### src/rtl/mm_pkg.sv
// Shared matrix-multiply definitions: drain FSM states and default PE datapath widths.
package mm_pkg;

  localparam int unsigned DATA_WIDTH_DEF  = 16;
  localparam int unsigned ACCUM_WIDTH_DEF = 33;

  typedef enum logic [1:0] {
    IDLE,
    ARMED,
    WAIT_DONE,
    DRAIN
  } drain_state_t;

endpackage

### src/rtl/pe_result_drain_acc_narrow.sv
// Narrows one PE total to OUT_WIDTH. PE_DRAIN_SATURATE_EN selects clamping (with sat flag);
// otherwise the total is truncated (two's-complement wrap) and sat is always 0.
module acc_narrow
  import mm_pkg::*;
#(
  parameter int unsigned ACCUM_WIDTH = ACCUM_WIDTH_DEF,
  parameter int unsigned OUT_WIDTH   = ACCUM_WIDTH
) (
  input  logic signed [ACCUM_WIDTH-1:0] total,
  output logic signed [OUT_WIDTH-1:0]   narrow,
  output logic                          sat
);

  // Bits that must all match the sign for the value to fit in OUT_WIDTH.
  logic [ACCUM_WIDTH-OUT_WIDTH:0] hi;
  assign hi = total[ACCUM_WIDTH-1:OUT_WIDTH-1];

`ifdef PE_DRAIN_SATURATE_EN
  logic fits;
  assign fits = (&hi) | (~|hi);

  always_comb begin
    narrow = total[OUT_WIDTH-1:0];
    sat    = 1'b0;
    if (!fits) begin
      sat    = 1'b1;
      narrow = total[ACCUM_WIDTH-1] ? {1'b1, {(OUT_WIDTH-1){1'b0}}}
                                    : {1'b0, {(OUT_WIDTH-1){1'b1}}};
    end
  end
`else
  logic hi_unused;
  assign hi_unused = ^hi;
  assign narrow    = total[OUT_WIDTH-1:0];
  assign sat       = 1'b0;
`endif

endmodule

### src/rtl/pe_result_drain.sv
// Captures one total per PE at the end of a pass and streams them out on valid/ready.
// Optional clamping of narrowed totals is enabled by PE_DRAIN_SATURATE_EN.
module pe_result_drain
  import mm_pkg::*;
#(
  parameter int unsigned NUM_PE      = 8,
  parameter int unsigned DATA_WIDTH  = DATA_WIDTH_DEF,
  parameter int unsigned ACCUM_WIDTH = 2 * DATA_WIDTH + 1,
  parameter int unsigned OUT_WIDTH   = ACCUM_WIDTH,
  localparam int unsigned IDX_WIDTH  = (NUM_PE > 1) ? $clog2(NUM_PE) : 1
) (
  input  logic                                    clk,
  input  logic                                    rst,
  input  logic                                    pass_start,
  input  logic [NUM_PE-1:0]                       pe_ready,
  input  logic [NUM_PE-1:0][ACCUM_WIDTH-1:0]      pe_total,
  input  logic [NUM_PE-1:0]                       pe_err,
  output logic                                    out_valid,
  input  logic                                    out_ready,
  output logic signed [OUT_WIDTH-1:0]             out_data,
  output logic [IDX_WIDTH-1:0]                    out_idx,
  output logic                                    out_err,
  output logic                                    out_last,
  output logic                                    busy,
  output logic                                    overrun
);

  localparam logic [IDX_WIDTH-1:0] LastIdx = IDX_WIDTH'(NUM_PE - 1);

  drain_state_t state_q, state_d;
  logic [IDX_WIDTH-1:0]         idx_q, idx_d;
  logic signed [OUT_WIDTH-1:0]  data_q [NUM_PE];
  logic signed [OUT_WIDTH-1:0]  data_d [NUM_PE];
  logic [NUM_PE-1:0]            err_q, err_d;
  logic                         overrun_q, overrun_d;

  logic signed [OUT_WIDTH-1:0]  narrow [NUM_PE];
  logic [NUM_PE-1:0]            sat;

  for (genvar g = 0; g < NUM_PE; g++) begin : g_narrow
    acc_narrow #(
      .ACCUM_WIDTH(ACCUM_WIDTH),
      .OUT_WIDTH  (OUT_WIDTH)
    ) u_acc_narrow (
      .total (pe_total[g]),
      .narrow(narrow[g]),
      .sat   (sat[g])
    );
  end

  logic handshake;
  assign handshake = (state_q == DRAIN) && out_ready;

  always_comb begin
    state_d   = state_q;
    idx_d     = idx_q;
    data_d    = data_q;
    err_d     = err_q;
    overrun_d = overrun_q | (pass_start && (state_q != IDLE));

    unique case (state_q)
      IDLE: begin
        if (pass_start) state_d = ARMED;
      end
      ARMED: begin
        if (~|pe_ready) state_d = WAIT_DONE;
      end
      WAIT_DONE: begin
        if (&pe_ready) begin
          for (int i = 0; i < NUM_PE; i++) begin
            data_d[i] = narrow[i];
          end
          err_d   = pe_err | sat;
          idx_d   = '0;
          state_d = DRAIN;
        end
      end
      DRAIN: begin
        // Buffer is a shift register so the head entry drives the outputs directly.
        if (handshake) begin
          for (int i = 0; i < NUM_PE - 1; i++) begin
            data_d[i] = data_q[i+1];
          end
          data_d[NUM_PE-1] = '0;
          err_d            = err_q >> 1;
          if (idx_q == LastIdx) begin
            idx_d   = '0;
            state_d = IDLE;
          end else begin
            idx_d = idx_q + 1'b1;
          end
        end
      end
      default: state_d = IDLE;
    endcase
  end

  always_ff @(posedge clk) begin
    if (rst) begin
      state_q   <= IDLE;
      idx_q     <= '0;
      err_q     <= '0;
      overrun_q <= 1'b0;
      for (int i = 0; i < NUM_PE; i++) begin
        data_q[i] <= '0;
      end
    end else begin
      state_q   <= state_d;
      idx_q     <= idx_d;
      err_q     <= err_d;
      overrun_q <= overrun_d;
      data_q    <= data_d;
    end
  end

  assign out_valid = (state_q == DRAIN);
  assign out_data  = data_q[0];
  assign out_idx   = idx_q;
  assign out_err   = err_q[0];
  assign out_last  = (state_q == DRAIN) && (idx_q == LastIdx);
  assign busy      = (state_q != IDLE);
  assign overrun   = overrun_q;

endmodule

### config.mk
export PLATFORM = sky130hd
export DESIGN_NAME = pe_result_drain
export DESIGN_NICKNAME = d
export VERILOG_FILES = /design/src/rtl/mm_pkg.sv /design/src/rtl/pe_result_drain_acc_narrow.sv /design/src/rtl/pe_result_drain.sv
export SDC_FILE = /design/constraint.sdc
export NUM_CORES = 1
export LEC_CHECK = 0
export BUFFER_PORTS_ARGS = -buffer_cell sky130_fd_sc_hd__buf_4
export CAP_MARGIN = 30
export CORE_ASPECT_RATIO = 0.75
export CORE_UTILIZATION = 50
export DETAILED_ROUTE_END_ITERATION = 10
export GPL_TIMING_DRIVEN = 1
export PLACE_DENSITY_LB_ADDON = 0.08
export SYNTH_ARGS = -nofsm -noshare
export SYNTH_HDL_FRONTEND = slang
export SYNTH_HIERARCHICAL = 1
export SYNTH_SLANG_ARGS = --single-unit
### constraint.sdc
create_clock -name clk -period 2.14 [get_ports clk]
set_input_delay 0.107 -clock clk [delete_from_list [all_inputs] [get_ports clk]]
set_output_delay 0.107 -clock clk [all_outputs]
set_load 0.01 [all_outputs]
==> metrics.txt, run 1 <==
vias in the first global route 12400; sequential cell fraction of total power 0.344; number of distinct library cells after synthesis 31; Worst VDD drop 699 uV; wire length of the first global-routing pass 69300 um; actual transition at the worst max-transition pin 0.720 ns; Hold Path Sink data_q[106]$_SDFFE_PP0P_; setup ws final 0.0657 ns; top_reg_cell synth dfxtp_1; final weighted congestion of routability-driven global placement 0.795; Num CTS Buffers 30; Reg2Reg Launch Point state_q[0]$_SDFFE_PP0P_; commonest non-fill, non-tap cells in the layout 342 x buf_4, 278 x dfxtp_1, 276 x a21oi_1; drt drc 0; setup slack on the worst flop-to-flop path 0.09 ns; smallest hold slack 0.00893 ns; pre-CTS setup slack 0.00695 ns; setup total negative slack 0 ns; first-pass iteration count of the detailed router 5; run status completed; Synthesis Warnings 6; initial core utilization 0.507; mux cell area share after synthesis 0.146; worst reg2reg path endpoint data_q[17]$_SDFFE_PP0P_; area grow syn2layout 27.1%; Hold/Removal Path Class primary input to register; post-synthesis net count 1911; Clock Latency Late Sink 0.56 ns; sequential fraction of the synthesis area 0.351; fraction of synthesis flops using an asynchronous set or reset pin 0; wire per inst 20.0 um; combinational family with the most area after synthesis compound AO/OA/AOI/OAI gates; launch point of the worst path state_q[0]$_SDFFE_PP0P_; Placed Cells incl. Taps 1947; required time at the endpoint of the critical path 2.03 ns; power per cell area 1200 mW/mm^2; number of buffer cells added on primary ports 324; Avg Vias per Cell 5.44; summed instance area of the synthesized netlist 0.0159 sq mm; most frequent standard cell in the layout excluding fill and tap cells buf_4; number of top-level pins 325; total routed wirelength 45300 um; area share of fa/ha/maj cells after synthesis 0.00473; Final Net Count 2120; Longest Clk Path Bufs 3; Die X-Extent 208 um; final instance count without filler cells 2263; Max-Cap Viols 0; worst relative slew slack 0.520; area share of and/or/nand/nor cells after synthesis 0.0221; pin count of the biggest net entering global routing 88; Sw Ratio 0.375; final number of hold-violating endpoints 0; sinks on the clock net 278; number of synthesized flops with an enable pin 0; Design Power 24.2 mW; data arrival time of the critical path 1.97 ns; placed wire-length estimate 28500 um; drt first-iter violations 693; Placeable Area 0.0313 sq mm; worst hold path startpoint pe_total[139]; complex-gate fraction of the synthesized area 0.277; combinational power share 0.428; final number of setup-violating endpoints 0; RSZ-0062 raised after global routing true; CTS tree built; total net switching power 9.08 mW; Worst setup EP type output port; Clock Skew 0.0105 ns; pins over their slew limit 0; highest clock rate 0.482 GHz; Die Ht 156 um; Pleak 7.02 nW; Die Area 0.0324 sq mm; fraction of the cycle the final worst path needs 0.969; clock slew at reported path FFs 0.06 ns; clock root buffer clkbuf_16; maximum fanout encountered on the critical timing path 39; antenna-violating nets left 0; Post-Syn Instances 1621; GRT Resource Usage Total 0.267; cell-internal power 15.1 mW; Worst Setup Path Type register to output port; Hold Path Depth 3; fraction of final layout cells sized beyond drive strength 1 0.336; Vias 12300; Worst R2R Path Depth 8; level count of the clock H-tree 1; number of register bits inferred by synthesis 278; nature of the critical path startpoint register; total congestion overflow after global routing 0; final critical delay including setup and external delays 2.07 ns; xor and xnor area share after synthesis 0; Avg Synthesized Cell Area 9.78 sq um; Core Rows 56; relative contribution of the clock network to total power 0.228; antenna violations before repair 4
==> through the flow <==
| stage | cell area [sq um] | utilization |
|---|---|---|
| detailed placement | 16500 | 0.527 |
| global placement | 16500 | 0.527 |
| global route | 20100 | 0.645 |
| CTS | 20100 | 0.644 |
| floorplan | 15900 | - |
| finish | 20200 | 0.645 |
==> routing by layer <==
| metal | global-route usage | up-vias | wire length, um |
|---|---|---|---|
| met2 | 0.428 | 334 | 20700 |
| met1 | 0.382 | 5967 | 21600 |
| li1 | - | 5965 | - |
| met3 | 0.0415 | 54 | 2300 |
| met5 | 0 | - | 10 |
| met4 | 0.0504 | 2 | 637 |
==> timing repair <==
item | 4_1_cts | 5_1_grt
gates resized for setup | 1 | 5
hold buffers | 256 | 0
hold endpoints to repair | 256 | 0
buffers inserted | 0 | 0
setup endpoints to repair | 1 | 31
gates cloned | 1 | 0
==> worst max-delay path by stage <==
stage,end,slack (ns),cells past startpoint
floorplan,data_q[100]$_SDFFE_PP0P_,0.35,9
global placement,data_q[25]$_SDFFE_PP0P_,0.11,8
detailed placement,data_q[30]$_SDFFE_PP0P_,0.007,8
CTS,data_q[23]$_SDFFE_PP0P_,0.001,8
global route,out_valid,-0.003,4
finish,out_valid,0.07,4
==> power by group through the flow <==
stage / sequential [mW] / clock [mW] / combinational, mW
2_1_floorplan: 7.87 / 0 / 8.09
3_3_place_gp: 8.37 / 0 / 9.69
3_5_place_dp: 8.40 / 0 / 9.87
4_1_cts: 8.31 / 5.64 / 10.3
5_1_grt: 8.52 / 5.84 / 11.2
6_report: 8.32 / 5.52 / 10.4
==> sequential cells by signal, indices dropped and copies added, names as in the netlist <==
register	flops
state_q	2
overrun	1
out_idx	3
err_q	8
out_data	33
data_q	231
==> worst max-delay path: stages, from the launching register on <==
cell     delay (ns)
dfxtp_1        0.42
ha_4           0.28
buf_16         0.26
buf_16         0.26
buf_4          0.17
==> layout make-up <==
type,count,area (sq um)
fillers,2483,11100
diodes,4,10.0
well taps,406,508
repair buffers,631,5800
inverters,4,15.0
clock inverters,12,163
clock buffers,43,881
flip-flops and latches,278,5570
multi-input cells,885,7210
==> cell usage after synthesis, types with 9 or more instances <==
master,instances,area share
a21oi_1,276,0.087
a211oi_1,41,0.019
buf_6,21,0.015
o21ai_0,52,0.016
clkbuf_1,47,0.011
buf_2,76,0.024
a211oi_2,190,0.15
nor2_1,9,0.0021
buf_4,308,0.15
mux2i_1,232,0.15
dfxtp_1,278,0.35
nand2_1,45,0.011
==> kinds of logic after synthesis <==
logic type | Yosys count
and+or+nand+nor | 74
buffers and inverters | 458
adders and majority gates | 6
muxes | 232
AOI/OAI and AO/OA | 565
DFF | 278
other | 8
No activity file was read; power rests on OpenSTA's default activity.
==> run 2: changes to the inputs <==
- CORE_MARGIN: unset -> 10
==> metrics.txt, run 2 (synthesized netlist as in run 1, its figures left out) <==
pins over their slew limit 0; Core Rows 56; Hold/Removal Path Class primary input to register; Max-Cap Viols 0; nature of the critical path startpoint register; actual transition at the worst max-transition pin 0.593 ns; vias in the first global route 12700; number of top-level pins 325; placed wire-length estimate 31100 um; required time at the endpoint of the critical path 2.57 ns; antenna-violating nets left 0; initial core utilization 0.507; final number of hold-violating endpoints 0; pre-CTS setup slack 0.0555 ns; maximum fanout encountered on the critical timing path 50; CTS tree built; final critical delay including setup and external delays 2.04 ns; setup total negative slack 0 ns; setup ws final 0.105 ns; Pleak 6.89 nW; Final Net Count 2112; slowest cell on the critical path dfxtp_1; Die X-Extent 226 um; total congestion overflow after global routing 0; fraction of final layout cells sized beyond drive strength 1 0.332; highest clock rate 0.491 GHz; fraction of the cycle the final worst path needs 0.951; sinks on the clock net 278; number of flip-flops under the largest register name 231; drt first-iter violations 848; Worst Setup Path Type register to register; first-pass iteration count of the detailed router 5; area grow syn2layout 25.4%; RSZ-0062 raised after global routing false; number of fill cells 2489; post-place instance area 0.0164 sq mm; Clock Skew 0.0145 ns; Avg Vias per Cell 5.44; Die Ht 174 um; most frequent standard cell in the layout excluding fill and tap cells buf_4; wire per inst 21.1 um; CP max stage delay 0.43 ns; commonest non-fill, non-tap cells in the layout 343 x buf_4, 278 x dfxtp_1, 276 x a21oi_1; level count of the clock H-tree 1; total routed wirelength 47600 um; final number of setup-violating endpoints 0; post-layout instance area 0.0199 sq mm; GRT Resource Usage Total 0.231; Hold Path Depth 3; critical-path cell list ha_4 > buf_16 > buf_12 > mux2i_2 > buf_4 > a211oi_2; clock slew at reported path FFs 0.06 ns; Design Power 23.5 mW; Post CTS Setup Buffer Count 0; final weighted congestion of routability-driven global placement 0.796; drt drc 0; Die Area 0.0393 sq mm; Worst VDD drop 984 uV; wire length of the first global-routing pass 73500 um; Longest Clk Path Bufs 3; pin count of the biggest net entering global routing 78; Vias 12300; power per cell area 1180 mW/mm^2; Worst R2R Path Depth 6; clock root buffer clkbuf_16; number of buffer cells added on primary ports 324; run status completed; Worst setup EP type register; Placeable Area 0.0313 sq mm; antenna violations before repair 9; data arrival time of the critical path 2.46 ns; Num CTS Buffers 31; register ranked first by flip-flop count data_q; worst relative slew slack 0.605; Clock Latency Late Sink 0.56 ns
-- run 2: layout make-up --
type | count | area, sq um | area share
Multi-Input combinational cell | 885 | 7210 | 0.362
Timing Repair Buffer | 622 | 5640 | 0.284
Sequential cell | 278 | 5570 | 0.280
Clock buffer | 48 | 910 | 0.0458
Tap cell | 406 | 508 | 0.0256
Antenna cell | 11 | 27.5 | 0.00138
Inverter | 4 | 15.0 | 0.000755
Clock inverter | 1 | 8.76 | 0.000441
-- run 2: critical path: cells and delay by family (launching register included) --
| family | cells | cell delay, ns |
|---|---|---|
| buf+inv | 3 | 0.79 |
| fa+ha+maj | 1 | 0.23 |
| mux | 1 | 0.35 |
| compound gates | 1 | 0.06 |
| flops | 1 | 0.43 |
-- run 2: stage by stage --
stage | cells | hold WS (ns) | utilization
floorplan | 1621 | 0.252 | -
global placement | 1944 | 0.366 | 0.525
detailed placement | 1944 | 0.371 | 0.525
CTS | 2244 | 0.00287 | 0.635
global route | 2253 | 0.0265 | 0.636
finish | 2255 | 0.0198 | 0.636
-- run 2: report_power, final --
group	switching (mW)	leakage [nW]	total (mW)	internal [mW]
logic	5.60	4.18	10.2	4.61
registers	1.17	2.26	8.25	7.08
clock network	2.13	0.448	4.99	2.87
-- run 2: path summary, 6_finish.rpt --
check                                             start                  endpoint  slack [ns]
worst max-delay path            state_q[0]$_SDFFE_PP0P_  data_q[157]$_SDFFE_PP0P_        0.10
worst min register to register  data_q[24]$_SDFFE_PP0P_   data_q[24]$_SDFFE_PP0P_        0.47
worst max register to register  state_q[0]$_SDFFE_PP0P_  data_q[157]$_SDFFE_PP0P_        0.10
worst min-delay path                      pe_total[145]  data_q[112]$_SDFFE_PP0P_        0.02
-- run 2: metal layers --
metal  GRT usage  vias to the layer above  wire length, um
li1            -                     5948                -
met1       0.306                     5964            21700
met2       0.381                      295            22800
met3      0.0415                       68             2190
met4      0.0559                        0              947
met5           0                        -                0
-- run 2: repair_timing --
item / in CTS / in global routing
endpoints found under the setup margin: 0 / 30
hold buffers: 251 / 0
hold endpoints to repair: 255 / 0
resized for setup: 0 / 4
